`src/rtl/sgd_x_rmw_engine.sv`:
```
// Read-modify-write engine for x_updated model rows: subtract/add/overwrite/clear
// per beat, with forwarding of results the read-first BRAM cannot yet return.
module sgd_x_rmw_engine #(
  parameter int unsigned NUM_LANES = 8,
  parameter int unsigned DATA_W    = 32,
  parameter int unsigned ADDR_W    = 10,
  parameter int unsigned RD_LAT    = 2,
  parameter int unsigned SATURATE  = 1
) (
  input  logic                        i_clk,
  input  logic                        i_rst,
  input  logic                        i_started,
  input  logic [ADDR_W:0]             i_row_count,
  input  logic [1:0]                  i_mode,
  input  logic                        i_grad_valid,
  input  logic [NUM_LANES*DATA_W-1:0] i_grad_data,
  output logic [ADDR_W-1:0]           o_rd_addr,
  input  logic [NUM_LANES*DATA_W-1:0] i_rd_data,
  output logic                        o_wr_en,
  output logic [ADDR_W-1:0]           o_wr_addr,
  output logic [NUM_LANES*DATA_W-1:0] o_wr_data,
  output logic                        o_pass_done,
  output logic                        o_sat_flag
);
  localparam int unsigned ROW_W = NUM_LANES * DATA_W;
  // A write lands RD_LAT+2 cycles after acceptance and a read-first read in that
  // same cycle still misses it, so results are kept for RD_LAT+2 cycles.
  localparam int unsigned HIST  = RD_LAT + 2;
  localparam logic [DATA_W-1:0] S_MAX = {1'b0, {(DATA_W-1){1'b1}}};
  localparam logic [DATA_W-1:0] S_MIN = {1'b1, {(DATA_W-1){1'b0}}};
  localparam logic [1:0] M_SUB = 2'd0;
  localparam logic [1:0] M_ADD = 2'd1;
  localparam logic [1:0] M_SET = 2'd2;

  logic              r_started_q;
  logic [ADDR_W:0]   r_row_count;
  logic [ADDR_W-1:0] r_rd_addr;
  logic              r_sat;

  logic              r_p_vld  [1:RD_LAT];
  logic              r_p_last [1:RD_LAT];
  logic [ADDR_W-1:0] r_p_addr [1:RD_LAT];
  logic [1:0]        r_p_mode [1:RD_LAT];
  logic [ROW_W-1:0]  r_p_grad [1:RD_LAT];

  logic              r_h_vld  [1:HIST];
  logic              r_h_last [1:HIST];
  logic [ADDR_W-1:0] r_h_addr [1:HIST];
  logic [ROW_W-1:0]  r_h_data [1:HIST];

  logic              w_rise;
  logic              w_accept;
  logic              w_is_last;
  logic [ADDR_W:0]   w_rc;
  logic [ADDR_W:0]   w_rc_m1;
  logic [ROW_W-1:0]  w_x;
  logic [ROW_W-1:0]  w_res;
  logic              w_clamp;
  logic [DATA_W-1:0] w_xl;
  logic [DATA_W-1:0] w_gl;
  logic [DATA_W:0]   w_sum;

  assign w_rise    = i_started & ~r_started_q;
  assign w_accept  = i_started & i_grad_valid;
  assign w_rc      = w_rise ? i_row_count : r_row_count;
  assign w_rc_m1   = (w_rc == '0) ? '0 : w_rc - (ADDR_W+1)'(1);
  assign w_is_last = ({1'b0, r_rd_addr} == w_rc_m1);

  // Operand select: oldest-to-youngest scan so the youngest matching result wins.
  always_comb begin
    w_x = i_rd_data;
    for (int k = HIST; k >= 1; k--) begin
      if (r_h_vld[k] && (r_h_addr[k] == r_p_addr[RD_LAT])) w_x = r_h_data[k];
    end
  end

  always_comb begin
    w_res   = '0;
    w_clamp = 1'b0;
    w_xl    = '0;
    w_gl    = '0;
    w_sum   = '0;
    for (int l = 0; l < NUM_LANES; l++) begin
      w_xl = w_x[l*DATA_W +: DATA_W];
      w_gl = r_p_grad[RD_LAT][l*DATA_W +: DATA_W];
      if (r_p_mode[RD_LAT] == M_SUB) w_sum = {w_xl[DATA_W-1], w_xl} - {w_gl[DATA_W-1], w_gl};
      else                           w_sum = {w_xl[DATA_W-1], w_xl} + {w_gl[DATA_W-1], w_gl};
      case (r_p_mode[RD_LAT])
        M_SUB, M_ADD: begin
          if ((SATURATE != 0) && (w_sum[DATA_W] != w_sum[DATA_W-1])) begin
            w_res[l*DATA_W +: DATA_W] = w_sum[DATA_W] ? S_MIN : S_MAX;
            w_clamp = 1'b1;
          end else begin
            w_res[l*DATA_W +: DATA_W] = w_sum[DATA_W-1:0];
          end
        end
        M_SET:   w_res[l*DATA_W +: DATA_W] = w_gl;
        default: w_res[l*DATA_W +: DATA_W] = '0;
      endcase
    end
  end

  always_ff @(posedge i_clk) begin
    if (i_rst) begin
      r_started_q <= 1'b0;
      r_row_count <= '0;
      r_rd_addr   <= '0;
      r_sat       <= 1'b0;
      for (int k = 1; k <= RD_LAT; k++) begin
        r_p_vld[k]  <= 1'b0;
        r_p_last[k] <= 1'b0;
        r_p_addr[k] <= '0;
        r_p_mode[k] <= '0;
        r_p_grad[k] <= '0;
      end
      for (int k = 1; k <= HIST; k++) begin
        r_h_vld[k]  <= 1'b0;
        r_h_last[k] <= 1'b0;
        r_h_addr[k] <= '0;
        r_h_data[k] <= '0;
      end
    end else begin
      r_started_q <= i_started;
      if (w_rise) r_row_count <= i_row_count;
      if (!i_started)    r_rd_addr <= '0;
      else if (w_accept) r_rd_addr <= w_is_last ? '0 : r_rd_addr + ADDR_W'(1);
      if (r_p_vld[RD_LAT] && w_clamp) r_sat <= 1'b1;
      else if (w_rise)                r_sat <= 1'b0;

      r_p_vld[1]  <= w_accept;
      r_p_last[1] <= w_is_last;
      r_p_addr[1] <= r_rd_addr;
      r_p_mode[1] <= i_mode;
      r_p_grad[1] <= i_grad_data;
      for (int k = 2; k <= RD_LAT; k++) begin
        r_p_vld[k]  <= r_p_vld[k-1];
        r_p_last[k] <= r_p_last[k-1];
        r_p_addr[k] <= r_p_addr[k-1];
        r_p_mode[k] <= r_p_mode[k-1];
        r_p_grad[k] <= r_p_grad[k-1];
      end

      r_h_vld[1]  <= r_p_vld[RD_LAT];
      r_h_last[1] <= r_p_last[RD_LAT];
      r_h_addr[1] <= r_p_addr[RD_LAT];
      r_h_data[1] <= w_res;
      for (int k = 2; k <= HIST; k++) begin
        r_h_vld[k]  <= r_h_vld[k-1];
        r_h_last[k] <= r_h_last[k-1];
        r_h_addr[k] <= r_h_addr[k-1];
        r_h_data[k] <= r_h_data[k-1];
      end
    end
  end

  // Output stage is the second history slot.
  assign o_rd_addr   = r_rd_addr;
  assign o_wr_en     = r_h_vld[2];
  assign o_wr_addr   = r_h_addr[2];
  assign o_wr_data   = r_h_data[2];
  assign o_pass_done = r_h_vld[2] & r_h_last[2];
  assign o_sat_flag  = r_sat;

endmodule
```
`config.mk`:
```
export PLATFORM = sky130hd
export DESIGN_NAME = sgd_x_rmw_engine
export DESIGN_NICKNAME = d
export VERILOG_FILES = /design/src/rtl/sgd_x_rmw_engine.sv
export SDC_FILE = /design/constraint.sdc
export NUM_CORES = 2
export LEC_CHECK = 0
export BUFFER_PORTS_ARGS = -buffer_cell sky130_fd_sc_hd__buf_2
export CORE_ASPECT_RATIO = 0.6
export CORE_MARGIN = 1
export CORE_UTILIZATION = 50
export CTS_CLUSTER_SIZE = 40
export DETAILED_ROUTE_END_ITERATION = 6
export PLACE_DENSITY = 0.78
export SYNTH_ARGS = -nofsm -noshare
export SYNTH_HDL_FRONTEND = slang
export SYNTH_SLANG_ARGS = --single-unit
```
`constraint.sdc`:
```
create_clock -name i_clk -period 8.1 [get_ports i_clk]
set_input_delay 1.62 -clock i_clk [delete_from_list [all_inputs] [get_ports i_clk]]
set_output_delay 1.62 -clock i_clk [all_outputs]
set_load 0.02 [all_outputs]
```
### Word level (Yosys, flattened, before mapping)

Memories as Yosys holds them, arrays and structs flattened.
Index checks and enable logic that the tools add are counted.

| operators by class | value |
|---|---|
| equality and inequality tests | 15 |
| bitwise gates (word level) | 31 |
| add/sub/neg operators | 18 |
| muxes and demuxes | 86 |
| reductions and logical operators | 10 |

Operators by type and width:

| kind | number |
|---|---|
| $mux 256 | 10 |
| $mux 32 | 16 |
| $pmux 32 s2 | 8 |
| $add 32x32->33 | 8 |
| $mux 33 | 8 |
| $sub 32x32->33 | 8 |
| $mux 10 | 7 |
| $eq 10x10->1 | 4 |
| $mux 1 | 33 |
| $or 1x1->1 | 26 |
| $mux 11 | 2 |
| $eq 10x11->1 | 1 |
| $logic_not 11->1 | 1 |
| $sub 11x1->11 const B | 1 |
| $add 10x1->10 const B | 1 |
| $ne 1x1->1 | 8 |
| $logic_and 1x1->1 | 5 |
| $mux 2 | 2 |
| $reduce_or 2->1 | 2 |
| $and 1x1->1 | 3 |
| $eq 2x1->1 const B | 1 |
| $eq 2x2->1 const B | 1 |
| $logic_not 2->1 | 1 |
| $not 1->1 | 2 |
| $reduce_bool 2->1 | 1 |

| word-level totals | value |
|---|---|
| word-level logic and storage cells | 173 |
| RAM bits | 1,612 |
| output and inout port bits | 279 |
| register bits after elaboration | 23 |
| memories | 9 |
| input port bits | 529 |

Memory list:

| name | depth | bits a word | read ports | clocked after Yosys merged registers in | wr ports | RTL line | source |
|---|---|---|---|---|---|---|---|
| r_h_data | 4 | 256 | 4 | 0 | 4 | 49 | `logic [ROW_W-1:0] r_h_data [1:HIST];` |
| r_p_grad | 2 | 256 | 2 | 0 | 2 | 44 | `logic [ROW_W-1:0] r_p_grad [1:RD_LAT];` |
| r_h_addr | 4 | 10 | 4 | 0 | 4 | 48 | `logic [ADDR_W-1:0] r_h_addr [1:HIST];` |
| r_p_addr | 2 | 10 | 2 | 0 | 2 | 42 | `logic [ADDR_W-1:0] r_p_addr [1:RD_LAT];` |
| r_h_last | 4 | 1 | 3 | 0 | 4 | 47 | `logic r_h_last [1:HIST];` |
| r_h_vld | 4 | 1 | 4 | 0 | 4 | 46 | `logic r_h_vld [1:HIST];` |
| +3 memories | - | - | - | - | - | - |  |

### Longest topological paths before layout

| depth | value |
|---|---|
| word-level depth | 27 |
| mapped depth | 28 |
| mapped depth without buffers | 24 |

### Worst setup path before layout

Ideal clock, no wire load.

| timing | value |
|---|---|
| path kind | register to register |
| start | mem r_p_addr[2][7] |
| end | reg r_sat (netlist: o_sat_flag) |
| stages on the path, launching flop included | 28 |
| path slack | 1,820 ps |
| arrival | 6,148 ps |
| path buffers | 5 |
| data required time | 7,968 ps |
| cells stage by stage | dfxtp_1 -> clkbuf_1 -> xnor2_1 -> nand4_1 -> nor3_2 -> buf_2 -> buf_1 -> buf_1 -> mux2i_1 -> nand2_1 -> o21ai_0 -> nor2_1 -> a21oi_1 -> a21oi_1 -> ha_1 -> clkbuf_1 -> nand2_1 -> nor2_1 -> nand2_1 -> o41ai_1 -> nor2_1 -> o41ai_1 -> xor3_1 -> xnor3_1 -> nor2_1 -> or4b_1 -> nor4_2 -> o41ai_2 |

RTL lines:

| element | RTL line | source |
|---|---|---|
| start, declared | 42 |  |
| end signal, assigned | 108 | `r_sat <= 1'b0;` |
| end signal, assigned | 127 | `if (r_p_vld[RD_LAT] && w_clamp) r_sat <= 1'b1;` |
| end signal, assigned | 128 | `else if (w_rise) r_sat <= 1'b0;` |
| end, declared | 38 | `logic r_sat;` |

==> results.cfg <==
[yosys]
netlist_top_cells_count = dfxtp_1, nor2b_1, a21oi_1
yosysMostFrequentCell = dfxtp_1
yosys_warnings = 0
synth_edf_count = 0
synth_cell_types = 86
synth_top_area_share_pct = 42.54
yosysSeqAreaShare_pct = 42.54
syn_area_um2 = 76840
async_reset_ff_share_pct = 0
synth_flop_cell = dfxtp_1
synthCells = 9000
avgSynthCellArea_um2 = 8.538
syn_nets = 9803
synth.largest_area_cell = dfxtp_1
synth-seq-cells = 1633
yosys-top-cells-area = dfxtp_1, nor2b_1, a21oi_1

[worst_setup_path]
crit_path_end_kind = register
critPathBufInv = 3
worstReg2RegStart = r_p_addr[2][7]
cp-start-kind = register
cp_top_family = compound AO/OA/AOI/OAI gates
critPathRequiredTime_ns = 8.79
reg2reg_depth = 27
cpMostUsedCell = o21ai_0
cp_max_fo = 52
slowest_delay_ns = 0.60
cp.arrival_ns = 8.12
cp_slowest_cell = o31ai_1
r2r-end = r_h_data[0][396]
crit_type = reg -> reg
rrSetupSlack_ns = 0.68

[pwr]
p_leak_uw = 0.03609
vdd_drop_max_mv = 0.2057
powerDensity_nw_per_um2 = 268.8

[timing]
period_share_pct = 91.66
fmax_ghz = 0.1347
hold_viol_final = 0
min_period_ns = 7.424
fin_tns_setup_ns = 0
rsz0062_at_grt = false
slew_viol_final = 0
relSlewSlack_pct = 26.69
fin_worst_skew_ns = 0.03615
worstMarginPinSlew_ns = 1.100
finalSetupViolCount = 0

[place]
post_dp_cell_area_um2 = 80620
place_congestion = 0.9445
hpwl_mm = 165.5
portBuffers = 807

[clocking]
cts_max_level = 4
cts_setup_buffers = 0
post_cts_resized = 0
cts_tree = built
cts-root-buf = clkbuf_16
clockBufferDepth = 3
clk_latency_ns = 0.79
clk_pin_slew_worst_paths_ns = 0.07
clock-sinks = 1633
hold_buffers = 0
cts_buffers = 153

[floorplanning]
fp-row-count = 111
boundaryPins = 808
initial_utilization_pct = 50.34
coreArea_um2 = 152600
dieHeight_um = 305.7
die_w_um = 508.1
dieArea_um2 = 155300

[outcome]
status = finished, violations left
violations = DRC

[detailed_routing]
dr.pass1.iters = 7
ant_nets = 0
avgViaCountPerCell = 5.503
drcViolationCount = 1
finalWirelength_mm = 230.2
drt-initial-drc-count = 5803
via_count = 63080
wl_per_cell_um = 20.09

[global_route]
grtUsageTotal_pct = 28.55
grt_pass1_vias = 59330
grt_max_degree = 229
grt_pass1_wl_mm = 347.8
antenna_found_initial = 46
grt_overflow = 0

[worst_hold_path]
min_from = r_p_grad[1][25]
holdPathStages = 1
hp-class = reg -> reg
holdPathEnd = r_p_grad[2][25]

[job]
max_cap_viol_count = 0

[final_layout]
area_growth_pct = 11.95
drive_gt1_share_pct = 13.14
nets = 10080
fin_area_um2 = 86030
fillers = 13600
==> worst max path at each step <==
| stage | startpoint | endpoint | slack [ns] | cells after the start |
|---|---|---|---|---|
| CTS | r_p_addr[2][9] | o_sat_flag | 0.89 | 25 |
| finish | r_p_addr[2][7] | r_h_data[0][396] | 0.68 | 27 |
| detailed placement | i_rd_data[32] | o_sat_flag | 0.83 | 22 |
| floorplan | r_p_addr[2][7] | o_sat_flag | 1.82 | 27 |
| global route | r_p_addr[2][7] | r_h_data[0][396] | 0.31 | 27 |
| global placement | i_rd_data[32] | o_sat_flag | 0.86 | 22 |
==> report_power, final <==
part	total [µW]	internal (µW)	switching [µW]
clock	7660	4390	3280
combinational	5690	2290	3400
sequential	9770	9100	678
total	23100	15800	7350
==> through the flow <==
step / utilization, % / cells / hold slack [ns] / power (µW) / setup slack, ns
after floorplan: - / 9000 / 0.4138 / 13980 / 1.820
after global placement: 52.82 / 11160 / 0.4201 / 15360 / 0.8647
after detailed placement: 52.82 / 11160 / 0.4204 / 15490 / 0.8251
after CTS: 56.32 / 11440 / 0.4343 / 23180 / 0.8867
after global routing: 56.36 / 11460 / 0.4517 / 24210 / 0.3131
final: 56.36 / 11460 / 0.4329 / 23130 / 0.6755
==> layout by cell type (no fill, tap or decap), drive strengths merged, types with 14 or more instances in the layout <==
cell / n
nand2: 664
clkinvlp: 14
o21bai: 25
nand4: 28
o211ai: 20
or3: 27
xor2: 173
buf: 900
a21oi: 1037
mux2i: 268
clkbuf: 210
or2: 18
and2: 27
ha: 266
diode: 23
a21o: 137
o21a: 59
nor2b: 1379
nor3: 77
a31oi: 28
or4: 22
xnor2: 363
o41ai: 30
clkinv: 31
a211oi: 22
nor4: 33
o31ai: 39
inv: 132
bufinv: 14
o21ai: 679
nand3: 42
nor2: 762
and3: 29
dfxtp: 1633
nand2b: 68
==> cells by family after synthesis <==
family | synth area share [%]
simple gates | 21.48
compound gates | 15.96
flops | 42.54
buf+inv | 5.715
xor+xnor | 6.253
fa+ha+maj | 4.540
mux | 3.506
==> flip-flops by register name, summed over array words and instances (netlist names), 2 cells and up <==
name         count
r_h_addr        40
r_h_last         2
r_row_count     11
r_h_data      1024
o_rd_addr       10
r_p_last         2
r_h_vld          4
r_p_addr        20
r_p_mode         4
r_p_vld          2
r_p_grad       512
==> routing by layer <==
metal  global-route usage (%)  wire length, µm  vias up
met5                        0               66        -
met4                    13.59             9991       10
met3                    4.851            16920      419
met2                    41.84            97100     2372
met1                    40.53           106200    29770
li1                         -                -    30510
==> layout make-up <==
class / instances / area [µm²] / share of cell area (%)
inverter: 121 / 454.2 / 0.5280
clock buffer: 210 / 4522 / 5.256
sequential: 1633 / 32690 / 38.00
timing repair buffer: 900 / 5060 / 5.882
antenna: 23 / 57.56 / 0.06690
multi-input combinational: 6472 / 39860 / 46.34
clock inverter: 70 / 832.0 / 0.9672
tap: 2034 / 2545 / 2.958
(Power assumes the default switching activity.)
